--- src/rtl/midi_rx_parser.sv ---
// MIDI serial receiver: 2-FF synchroniser, 8N1 UART and a channel-voice parser
// with running status that emits single-cycle note-on/note-off events.
module midi_rx_parser #(
  parameter int          CLK_FREQ_HZ = 50000000,
  parameter int          BAUD        = 31250,
  parameter int          OMNI        = 1,
  parameter logic [3:0]  CHANNEL     = 4'd0
) (
  input  logic       clk,
  input  logic       reset,
  input  logic       midi_port,
  output logic       byte_valid,
  output logic [7:0] byte_data,
  output logic       framing_err,
  output logic       note_valid,
  output logic       note_on,
  output logic [6:0] note_num,
  output logic [6:0] velocity,
  output logic [3:0] channel
);

  localparam int CLKS_PER_BIT = CLK_FREQ_HZ / BAUD;
  localparam int HALF         = CLKS_PER_BIT / 2;
  localparam int CNT_W        = $clog2(CLKS_PER_BIT);
  localparam logic [CNT_W-1:0] BIT_END  = CNT_W'(CLKS_PER_BIT - 1);
  localparam logic [CNT_W-1:0] HALF_END = CNT_W'(HALF - 1);

  typedef enum logic [2:0] {
    IDLE, START, DATA, STOP, WAIT_HIGH
  } uart_state_t;

  logic              sync1_q, rx_s_q;
  uart_state_t       state_q, state_d;
  logic [CNT_W-1:0]  cnt_q, cnt_d;
  logic [2:0]        bit_idx_q, bit_idx_d;
  logic [7:0]        shift_q, shift_d;
  logic              byte_valid_q, byte_valid_d;
  logic [7:0]        byte_data_q, byte_data_d;
  logic              framing_err_q, framing_err_d;

  logic [7:0]        status_q, status_d;
  logic              count_q, count_d;
  logic [6:0]        d1_q, d1_d;
  logic              note_valid_q, note_valid_d;
  logic              note_on_q, note_on_d;
  logic [6:0]        note_num_q, note_num_d;
  logic [6:0]        velocity_q, velocity_d;
  logic [3:0]        channel_q, channel_d;
  logic              one_data_byte;
  logic              chan_pass;

  always_ff @(posedge clk or posedge reset) begin
    if (reset) begin
      sync1_q       <= 1'b1;
      rx_s_q        <= 1'b1;
      state_q       <= IDLE;
      cnt_q         <= '0;
      bit_idx_q     <= '0;
      shift_q       <= '0;
      byte_valid_q  <= 1'b0;
      byte_data_q   <= '0;
      framing_err_q <= 1'b0;
      status_q      <= '0;
      count_q       <= 1'b0;
      d1_q          <= '0;
      note_valid_q  <= 1'b0;
      note_on_q     <= 1'b0;
      note_num_q    <= '0;
      velocity_q    <= '0;
      channel_q     <= '0;
    end else begin
      sync1_q       <= midi_port;
      rx_s_q        <= sync1_q;
      state_q       <= state_d;
      cnt_q         <= cnt_d;
      bit_idx_q     <= bit_idx_d;
      shift_q       <= shift_d;
      byte_valid_q  <= byte_valid_d;
      byte_data_q   <= byte_data_d;
      framing_err_q <= framing_err_d;
      status_q      <= status_d;
      count_q       <= count_d;
      d1_q          <= d1_d;
      note_valid_q  <= note_valid_d;
      note_on_q     <= note_on_d;
      note_num_q    <= note_num_d;
      velocity_q    <= velocity_d;
      channel_q     <= channel_d;
    end
  end

  // UART: sample mid-bit, LSB first
  always_comb begin
    state_d       = state_q;
    cnt_d         = cnt_q;
    bit_idx_d     = bit_idx_q;
    shift_d       = shift_q;
    byte_valid_d  = 1'b0;
    byte_data_d   = byte_data_q;
    framing_err_d = 1'b0;
    case (state_q)
      IDLE: begin
        cnt_d = '0;
        if (!rx_s_q) state_d = START;
      end
      START: begin
        if (cnt_q == HALF_END) begin
          cnt_d     = '0;
          bit_idx_d = '0;
          state_d   = rx_s_q ? IDLE : DATA;
        end else begin
          cnt_d = cnt_q + CNT_W'(1);
        end
      end
      DATA: begin
        if (cnt_q == BIT_END) begin
          cnt_d     = '0;
          shift_d   = {rx_s_q, shift_q[7:1]};
          bit_idx_d = bit_idx_q + 3'd1;
          if (bit_idx_q == 3'd7) state_d = STOP;
        end else begin
          cnt_d = cnt_q + CNT_W'(1);
        end
      end
      STOP: begin
        if (cnt_q == BIT_END) begin
          cnt_d = '0;
          if (rx_s_q) begin
            byte_data_d  = shift_q;
            byte_valid_d = 1'b1;
            state_d      = IDLE;
          end else begin
            framing_err_d = 1'b1;
            state_d       = WAIT_HIGH;
          end
        end else begin
          cnt_d = cnt_q + CNT_W'(1);
        end
      end
      WAIT_HIGH: begin
        cnt_d = '0;
        if (rx_s_q) state_d = IDLE;
      end
      default: state_d = IDLE;
    endcase
  end

  assign one_data_byte = (status_q[7:4] == 4'hC) || (status_q[7:4] == 4'hD);
  assign chan_pass     = (OMNI != 0) || (status_q[3:0] == CHANNEL);

  // Parser: status_q[7] doubles as the "running status valid" flag
  always_comb begin
    status_d     = status_q;
    count_d      = count_q;
    d1_d         = d1_q;
    note_valid_d = 1'b0;
    note_on_d    = note_on_q;
    note_num_d   = note_num_q;
    velocity_d   = velocity_q;
    channel_d    = channel_q;
    if (byte_valid_q) begin
      if (byte_data_q >= 8'hF8) begin
        status_d = status_q;
      end else if (byte_data_q >= 8'hF0) begin
        status_d = '0;
        count_d  = 1'b0;
      end else if (byte_data_q[7]) begin
        status_d = byte_data_q;
        count_d  = 1'b0;
      end else if (status_q[7]) begin
        if (one_data_byte) begin
          d1_d    = byte_data_q[6:0];
          count_d = 1'b0;
        end else if (!count_q) begin
          d1_d    = byte_data_q[6:0];
          count_d = 1'b1;
        end else begin
          count_d = 1'b0;
          if ((status_q[7:5] == 3'b100) && chan_pass) begin
            note_valid_d = 1'b1;
            note_on_d    = status_q[4] && (byte_data_q[6:0] != 7'd0);
            note_num_d   = d1_q;
            velocity_d   = byte_data_q[6:0];
            channel_d    = status_q[3:0];
          end
        end
      end
    end
  end

  assign byte_valid  = byte_valid_q;
  assign byte_data   = byte_data_q;
  assign framing_err = framing_err_q;
  assign note_valid  = note_valid_q;
  assign note_on     = note_on_q;
  assign note_num    = note_num_q;
  assign velocity    = velocity_q;
  assign channel     = channel_q;

endmodule

--- config.mk ---
export PLATFORM = sky130hd
export DESIGN_NAME = midi_rx_parser
export DESIGN_NICKNAME = d
export VERILOG_FILES = /design/src/rtl/midi_rx_parser.sv
export SDC_FILE = /design/constraint.sdc
export NUM_CORES = 1
export LEC_CHECK = 0
export ABC_CLOCK_PERIOD_IN_PS = 2330
export CORE_MARGIN = 2
export CORE_UTILIZATION = 36
export DETAILED_ROUTE_END_ITERATION = 16
export MAX_ROUTING_LAYER = met4
export PLACE_DENSITY = 0.66
export SETUP_SLACK_MARGIN = 0.5
export SLEW_MARGIN = 20
export SYNTH_ARGS = -nofsm -noshare
export SYNTH_HDL_FRONTEND = slang
export SYNTH_SLANG_ARGS = --single-unit
--- constraint.sdc ---
create_clock -name clk -period 2.33 [get_ports clk]
set_input_delay 0.466 -clock clk [delete_from_list [all_inputs] [get_ports clk]]
set_output_delay 0.466 -clock clk [all_outputs]
set_load 0.02 [all_outputs]
# After elaboration in Yosys (flattened, before gate mapping)
# Index checks and enable logic that the tools add are counted.
# word_totals
reg_bits,73
latchBits,0
mem_bits_rw,0
mem_bits_ro,0
input_bits,3
elab_cells,98
mem_count,0
# classes
n_addsub,2
multipliers,0
div_mod_pow,0
magnitude_cmp,2
n_eq_ne,17
shift,0
mux,38
bitwise,4
n_reduce_logical,18
# op_table
cell,n
case mux 11 bit (3 select lines),1
two-way mux 3 bit,9
two-way mux 11 bit,2
two-way mux 1 bit,19
greater-or-equal comparator 8 bit (second input constant),2
two-way mux 8 bit,2
case mux 3 bit (5 select lines),1
two-way mux 7 bit,2
inequality test 2 bit (second input constant),6
AND reduction 3 bit,4
AND reduction 6 bit,2
adder 11 x 1 -> 11 bit (second input constant),1
== test 11 x 10 -> 1 bit (second input constant),1
== test 11 bit (second input constant),1
== test 3 bit (second input constant),3
== test 4 bit (second input constant),2
AND reduction 8 bit,1
nonzero test 7 bit,1
== test 3 x 2 -> 1 bit (second input constant),2
case mux 3 bit (2 select lines),1
nonzero test 3 bit,2
NOT 1 bit,4
nonzero test 2 bit,2
OR reduction 2 bit,2
other kinds (8),8

# Longest topological paths before layout
# Gate-level depths: netlist (run 1).
# logic_depth
depth_word,9
ltp_mapped,6
depth_no_buf,5

# Worst setup path before layout (run 1)
# No wires, ideal clock.
# synth_path
kind,register to register
start,register cnt_q[6]
end,register byte_data_q[0] (netlist: byte_data[0])
setup_time_ps,125
arrival_time_ps,1735
setup_slack_ps,470
path_stages_with_launch,7
n_path_buf,2
synth_period_minus_slack_ps,1860
path_cell_list,dfrtp_1 > or3b_1 > buf_2 > nor3_2 > and4_1 > buf_4 > mux2_2
# synth_via
elab_chain_cells,2
# synth_rtl
element,line,rtl
from (decl),34,"logic [CNT_W-1:0] cnt_q, cnt_d;"
from (signal assigned),75,cnt_q <= cnt_d;
== test 11 bit,126,if (cnt_q == BIT_END) begin
AND reduction 3 bit (no line),-,
to (signal assigned),79,byte_data_q <= byte_data_d;
to (decl),38,"logic [7:0] byte_data_q, byte_data_d;"
# Every way passes these cells.
# A chain may end at the register's enable or synchronous reset.

# Final worst setup path (run 1)
# layout_path
start,register cnt_q[0]
end,register byte_data_q[1] (netlist: byte_data[1])
# Same word-level chain as after synthesis.

==> key figures, run 1 <==
Detailed routing
  – Routed vias/inst: 5.186
  – Initial drt markers: 113
  – TritonRoute pass-1 iters: 4
  – Wire length per cell: 14.98 µm
  – Via count: between 2000 and 2500
  – Final wirelength: 6.113 mm
  – Residual DRC: 0
  – Antenna viol nets, final: 0

Synth
  – Synth top cells by count: dfrtp_1, mux2_2, nand2_1, nor2_1, a22o_1
  – Cell count after synthesis: roughly 250
  – Yosys warns: 0
  – Post-Syn Nets: 252
  – Mapped Area: 3141 µm²
  – Post-synth EDFFs: 0
  – Syn_area_per_cell: approximately 13 µm²
  – Synth area leaders: dfrtp_1, mux2_2, a22o_1
  – Ys async rst share: 1.000
  – Sequential fraction of the synthesis area: 0.5825
  – Yosys reg bits: 73
  – Yosys top cell by area: dfrtp_1
  – Count leader, synth: dfrtp_1
  – Most used DFF post-synth: dfrtp_1
  – Yosys top cell area share: 0.5657
  – Synth unique cells: 42

Floorplan
  – Die area: 9487 µm²
  – Core Area: 8593 µm²
  – Die width: 97.40 µm
  – Initial core utilization: 0.3655
  – FP Rows: 34
  – Die height: 97.40 µm
  – Io pins: 33

Power and ir drop
  – Leakage Power: 1.986 nW
  – Tot Pwr: 0.002382 W
  – Worst vdd ir: between 0.3 and 0.4 mV
  – Pwr per Cell Area: 598.9 nW/µm²

Placement
  – Placer congestion estimate: 0.8072
  – PortBufs: 32
  – Placed insts: 384
  – Placed instance area: 3633 µm²
  – DP HPWL: 3.972 mm

Setup path
  – Reg-to-Reg Start: cnt_q[0]$_DFFE_PP0P_
  – Crit Path Class: flip-flop to flip-flop
  – Maximum fanout along the worst path: 5
  – Endpoint class of the critical path: flip-flop
  – R2R Setup Slk: between 0.5 and 0.6 ns
  – Register-to-Register Path Depth: 6
  – Reg2reg end: byte_data[1]$_DFFE_PP0P_
  – Crit-path max cell delay: around 0.37 ns
  – Critical Path Source Type: flip-flop
  – Data required time of the worst path: 2.56 ns
  – Worst-path cell with the longest stage delay: dfrtp_1
  – Data arrival, critical path: 2.04 ns
  – Crit path from: cnt_q[0]$_DFFE_PP0P_
  – Critical-path cell list: ha_2, nand4_1, buf_6, nor3_4, and4_4, mux2_4

Cells and area
  – Final net count: roughly 300
  – Layout cells sized above 1: 0.2967
  – Finished Cell Area: 3978 µm²
  – Area growth from synthesis to layout: 26.65%
  – Count of non-filler cells in the finished layout: between 400 and 500
  – Antenna Cells: 0

Min path
  – Hold Crit Start: sync1_q$_DFF_PP1_
  – Hold Path Class: flip-flop to flip-flop
  – Hold Crit Depth: 0
  – WHS Endpoint: rx_s_q$_DFF_PP1_

Global route
  – Global-route wire length before repair: 10.43 mm
  – Vias in the first global route: 2050
  – Congestion Overflow GR: 0
  – Pin count of the biggest net entering global routing: 74
  – GRT Total Usage: 0.1405
  – Initial antenna violation count: 0

Run
  – Max-Cap Viols: 0

STA
  – Fmax: 550.1 MHz
  – Setup TNS: 0 ns
  – RSZ-0062 raised after global routing: true
  – Setup violators final: 0
  – Worst-Margin Slew: 0.7153 ns
  – Min Clock Period, post-route: 1.818 ns
  – Skew final: 0.01009 ns
  – Max-slew headroom: 0.5214
  – Final period util: 0.7801
  – Fin. Hold Viols: 0
  – Pins over their slew limit: 0

CTS
  – Htree depth: 3
  – Clock Pin Slew Worst Setup and Hold Paths: 0.07 ns
  – CTS Hold Bufs: 0
  – Clock sink count: 73
  – Cts bufs inserted: 9
  – Root buffer cell: clkbuf_8
  – CTS max path bufs: 2
  – Clk Latency, worst-skew pair: 0.35 ns
  – CTS tree: yes

Status
  – Status: finished, final reports clean
[metal layers]
layer / GRT usage / wire [µm]
met2: 0.2138 / 2926
met1: 0.1811 / 2828
met4: 0.03739 / 47
met3: 0.04820 / 312
met5: - / 0
[sequential cells by signal, summed over array words and instances (netlist names)]
| name | flops |
|---|---|
| bit_idx_q | 3 |
| byte_data | 8 |
| byte_valid | 1 |
| channel | 4 |
| cnt_q | 11 |
| count_q | 1 |
| d1_q | 7 |
| framing_err | 1 |
| note_num | 7 |
| note_on | 1 |
| note_valid | 1 |
| rx_s_q | 1 |
| shift_q | 8 |
| state_q | 3 |
| status_q | 8 |
| sync1_q | 1 |
| velocity | 7 |
[how the worst max path moves through the flow]
stage,endpoint,slack [ns],depth (start not counted)
6_report,byte_data[1]$_DFFE_PP0P_,0.51,6
5_1_grt,byte_data[1]$_DFFE_PP0P_,0.46,6
4_1_cts,byte_data[1]$_DFFE_PP0P_,0.49,4
3_5_place_dp,byte_data[1]$_DFFE_PP0P_,0.20,5
3_3_place_gp,byte_data[2]$_DFFE_PP0P_,0.28,4
2_1_floorplan,shift_q[1]$_DFFE_PP0P_,0.48,4
[power by group]
group	switching [W]	internal (W)	total, W
Sequential	0.00000247	0.00127	0.00127
Clock	0.000472	0.000606	0.00108
Combinational	0.0000250	0.00000714	0.0000322
[final cells by class]
type / count / area (µm²)
Multi-Input combinational cell: 160 / 1318
Sequential cell: 73 / 1833
Tap cell: 108 / 135.1
Clock buffer: 10 / 127.6
Clock inverter: 6 / 91.34
Fill cell: 787 / 4616
Inverter: 5 / 22.52
Timing Repair Buffer: 46 / 450.4
[layout by cell type, fill, tap and decap left out, drive strengths merged, types with 2 or more instances in the layout]
| cell type | count |
|---|---|
| nor3 | 3 |
| or3b | 3 |
| nand2 | 16 |
| o22ai | 2 |
| and4 | 4 |
| mux2 | 42 |
| a22o | 8 |
| and3b | 2 |
| o211ai | 2 |
| nor2 | 12 |
| mux2i | 4 |
| ha | 3 |
| buf | 14 |
| inv | 5 |
| bufinv | 2 |
| o21ai | 6 |
| xor2 | 5 |
| dfstp | 2 |
| nand2b | 3 |
| dfrtp | 71 |
| nor2b | 3 |
| nand3b | 2 |
| nand3 | 6 |
| nand4 | 7 |
| dlygate4sd2 | 9 |
| a21o | 2 |
| dlymetal6s2s | 5 |
| and2 | 2 |
| a21oi | 3 |
| or4b | 2 |
| clkbuf | 10 |
| or3 | 3 |
| clkinvlp | 4 |
| a31oi | 4 |
| clkdlybuf4s50 | 18 |
| nor3b | 2 |
| a22oi | 2 |
[per-stage QoR]
stage	util	setup slack [ns]	hold WS, ns
after global placement	0.4228	0.2801	0.3464
after detailed placement	0.4228	0.1951	0.3545
final	0.4629	0.5123	0.3624
after global routing	0.4629	0.4601	0.3684
after floorplan	-	0.4808	0.3452
after CTS	0.4538	0.4853	0.3660
[repair_timing]
action,in CTS,in global routing
buffers inserted,4,3
pin swaps,4,3
gates cloned,1,0
resized for setup,17,19
endpoints found under the setup margin,42,39
[logic make-up (layout without fill, tap and decap cells)]
kind of cell / count (synthesis) / count (layout) / synth area share
fa+ha+maj: 3 / 3 / 0.01195
flops: 73 / 73 / 0.5825
mux: 46 / 46 / 0.1633
buf+inv: 14 / 67 / 0.01992
compound gates: 30 / 30 / 0.06573
simple gates: 74 / 75 / 0.1398
xor+xnor: 6 / 6 / 0.01673
[worst max-delay path, delay by kind of cell (launching register included)]
kind / cells / cell delay (ns)
muxes: 1 / 0.31
buffers and inverters: 1 / 0.15
adders and majority gates: 1 / 0.20
and+or+nand+nor: 3 / 0.66
DFF: 1 / 0.37
Note: power is estimated with default switching activity, not from simulation.
==> inputs of run 2 (changes only) <==
Settings changed: ABC_CLOCK_PERIOD_IN_PS 2330 to 1700, PLACE_DENSITY 0.66 to 0.64.
Clock period 2.33 ns to 1.7 ns, I/O delays scaled along.
==> run 2 against run 1 <==
  * The run now ends with setup timing left
  * Final cell count is 14% higher
  * Sequential cell count stayed put
  * Combinational power is 63% higher
  * Highest routed layer unchanged
  * Count of clock-buffer cells in the layout stayed put
  * Critical path depth stayed put
  * Largest power group unchanged
  * Critical path type unchanged
==> key figures, run 2 (synthesis results as in run 1) <==
Global route
  – Initial antenna violation count: 0 (unchanged)
  – Congestion Overflow GR: 0 (unchanged)
  – GRT Total Usage: 0.1619 (+0.02138)
  – Pin count of the biggest net entering global routing: 24 (-68%)
  – Vias in the first global route: 2443 (+19%)
  – Global-route wire length before repair: 12.08 mm (+16%)

Setup path
  – Crit path from: cnt_q[0]$_DFFE_PP0P_
  – Critical Path Source Type: flip-flop
  – Maximum fanout along the worst path: 9 (+4)
  – Crit Path Class: flip-flop to flip-flop
  – Reg-to-Reg Start: cnt_q[0]$_DFFE_PP0P_
  – R2R Setup Slk: -0.12 ns (-0.64 ns)
  – Data arrival, critical path: 2.05 ns (about the same)
  – Endpoint class of the critical path: flip-flop
  – Data required time of the worst path: 1.93 ns (-0.63 ns)

Detailed routing
  – Final wirelength: 7.424 mm (+21%)
  – Routed vias/inst: 5.056 (-2.5%)
  – Wire length per cell: 16.00 µm (+6.8%)
  – Antenna viol nets, final: 0 (unchanged)
  – Residual DRC: 0 (unchanged)
  – Via count: 2346 (+11%)
  – TritonRoute pass-1 iters: 4 (unchanged)
  – Initial drt markers: 56 (-50%)

CTS
  – Cts bufs inserted: 9 (unchanged)
  – CTS tree: yes
  – CTS Hold Bufs: 0 (unchanged)
  – CTS max path bufs: 2 (unchanged)
  – Clk Latency, worst-skew pair: 0.35 ns (about the same)
  – Root buffer cell: clkbuf_8
  – Clock sink count: 73 (unchanged)
  – Htree depth: 3 (unchanged)
  – Clock Pin Slew Worst Setup and Hold Paths: 0.09 ns (+0.02 ns)

Floorplan
  – Die width: 97.40 µm (unchanged)
  – Die area: 9487 µm² (unchanged)
  – Die height: 97.40 µm (unchanged)
  – Io pins: 33 (unchanged)
  – FP Rows: 34 (unchanged)
  – Core Area: 8593 µm² (unchanged)
  – Initial core utilization: 0.3655 (unchanged)

Min path
  – Hold Path Class: primary input to asynchronous set/reset pin

Placement
  – DP HPWL: 4.677 mm (+18%)
  – Placed insts: 422 (+9.9%)
  – PortBufs: 32 (unchanged)
  – Placer congestion estimate: 0.8242 (+2.1%)
  – Placed instance area: 3983 µm² (+9.6%)

STA
  – Max-slew headroom: 0.7351 (+0.2137)
  – Final period util: 1.073 (+0.2928)
  – Post-layout worst setup margin: -0.1241 ns (-0.6363 ns)
  – Fin. Hold Viols: 0 (unchanged)
  – RSZ-0062 raised after global routing: true
  – Pins over their slew limit: 0 (unchanged)
  – Fmax: 548.2 MHz (-0.35%)
  – Worst-Margin Slew: 0.3965 ns (-0.3188 ns)
  – Skew final: 0.01309 ns (+0.003003 ns)
  – Hold_ws: 0.3266 ns (-0.03587 ns)
  – Min Clock Period, post-route: 1.824 ns (+0.006316 ns)
  – Setup violators final: 35 (+35)

Power and ir drop
  – Pwr per Cell Area: 704.0 nW/µm² (+18%)
  – Worst vdd ir: 0.3133 mV (-12%)
  – Leakage Power: 2.315 nW (+17%)

Run
  – Max-Cap Viols: 0 (unchanged)

Status
  – Violated checks: setup timing
  – Status: complete, but fails checks

Cells and area
  – Antenna Cells: 0 (unchanged)
  – Area growth from synthesis to layout: 50.00%
  – Most flop-heavy register: cnt_q
  – Most common cell after layout, fill and taps aside: dfrtp_1
  – Layout cells sized above 1: 0.5506 (+0.2539)
  – FF+latch area: 1834 µm² (about the same)
  – Area of the multi-input gates: 1486 µm² (+13%)
  – Fin util: 0.5482 (+0.08532)
  – Commonest cells after routing, fill and taps aside: dfrtp_1, buf_6, buf_4
  – Final net count: 357 (+19%)
  – Max reg flops: 11 (unchanged)
  – Finished Cell Area: 4711 µm² (+18%)
  – Filler instances: 719 (-8.6%)
  – Count of non-filler cells in the finished layout: 464 (+14%)
## run 2: changes by cell type in the layout (fill, tap and decap cells not counted), sizes merged
cell	delta
dlymetal6s2s	-5
and4	-1
clkinv	+2
inv	-1
clkinvlp	-1
clkdlybuf4s50	-16
buf	+87
dlygate4sd2	-9
## run 2: path summary, 6_finish.rpt
check	to	cells after the start
hold reg to reg	rx_s_q$_DFF_PP1_	0
setup reg to reg	shift_q[2]$_DFFE_PP0P_	6
setup / recovery	shift_q[2]$_DFFE_PP0P_	6
hold / removal	shift_q[6]$_DFFE_PP0P_	2
min in group clk	rx_s_q$_DFF_PP1_	0
max in group asynchronous	sync1_q$_DFF_PP1_	3
## run 2: repair_timing
action	4_1_cts	5_1_grt
buffers inserted	15	11
endpoints found under the setup margin	99	100
pin swaps	12	21
gates resized for setup	227	27
## run 2: power by group
part	leakage (nW)	switching (W)	internal, W
combinational	1.22	0.0000369	0.0000155
clock	0.103	0.000690	0.000832
sequential	0.992	0.00000276	0.00174
total	2.32	0.000730	0.00259
## run 2: area by class of cell
cell class              instances  area share
clock buffers                  10     0.02709
clock inverters                 6     0.01965
flip-flops and latches         73      0.3894
inverters                       5    0.005312
multi-input cells             159      0.3155
repair buffers                103      0.2143
well taps                     108     0.02869
## run 2: layer usage
metal,GRT usage,wire (µm)
met1,0.2010,3199
met2,0.2642,3936
met3,0.03381,216
met4,0.05662,72
met5,-,0
## run 2: stage by stage
step                      worst slack, ns  setup TNS, ns  total power (W)
after global placement            -0.1089         -1.084         0.001830
final                             -0.1241         -2.116         0.003316
after global routing              -0.1981         -3.635         0.003435
after CTS                         -0.1267         -1.541         0.003355
after detailed placement          -0.1395         -1.517         0.001832
after floorplan                   -0.1490         -4.265         0.001802
## run 2: critical path, cell delays in order, from the launching register on
cell,delay [ns]
dfrtp_1,0.36
ha_2,0.19
nand4_1,0.16
buf_4,0.20
nor4_4,0.27
buf_6,0.19
mux2_2,0.34
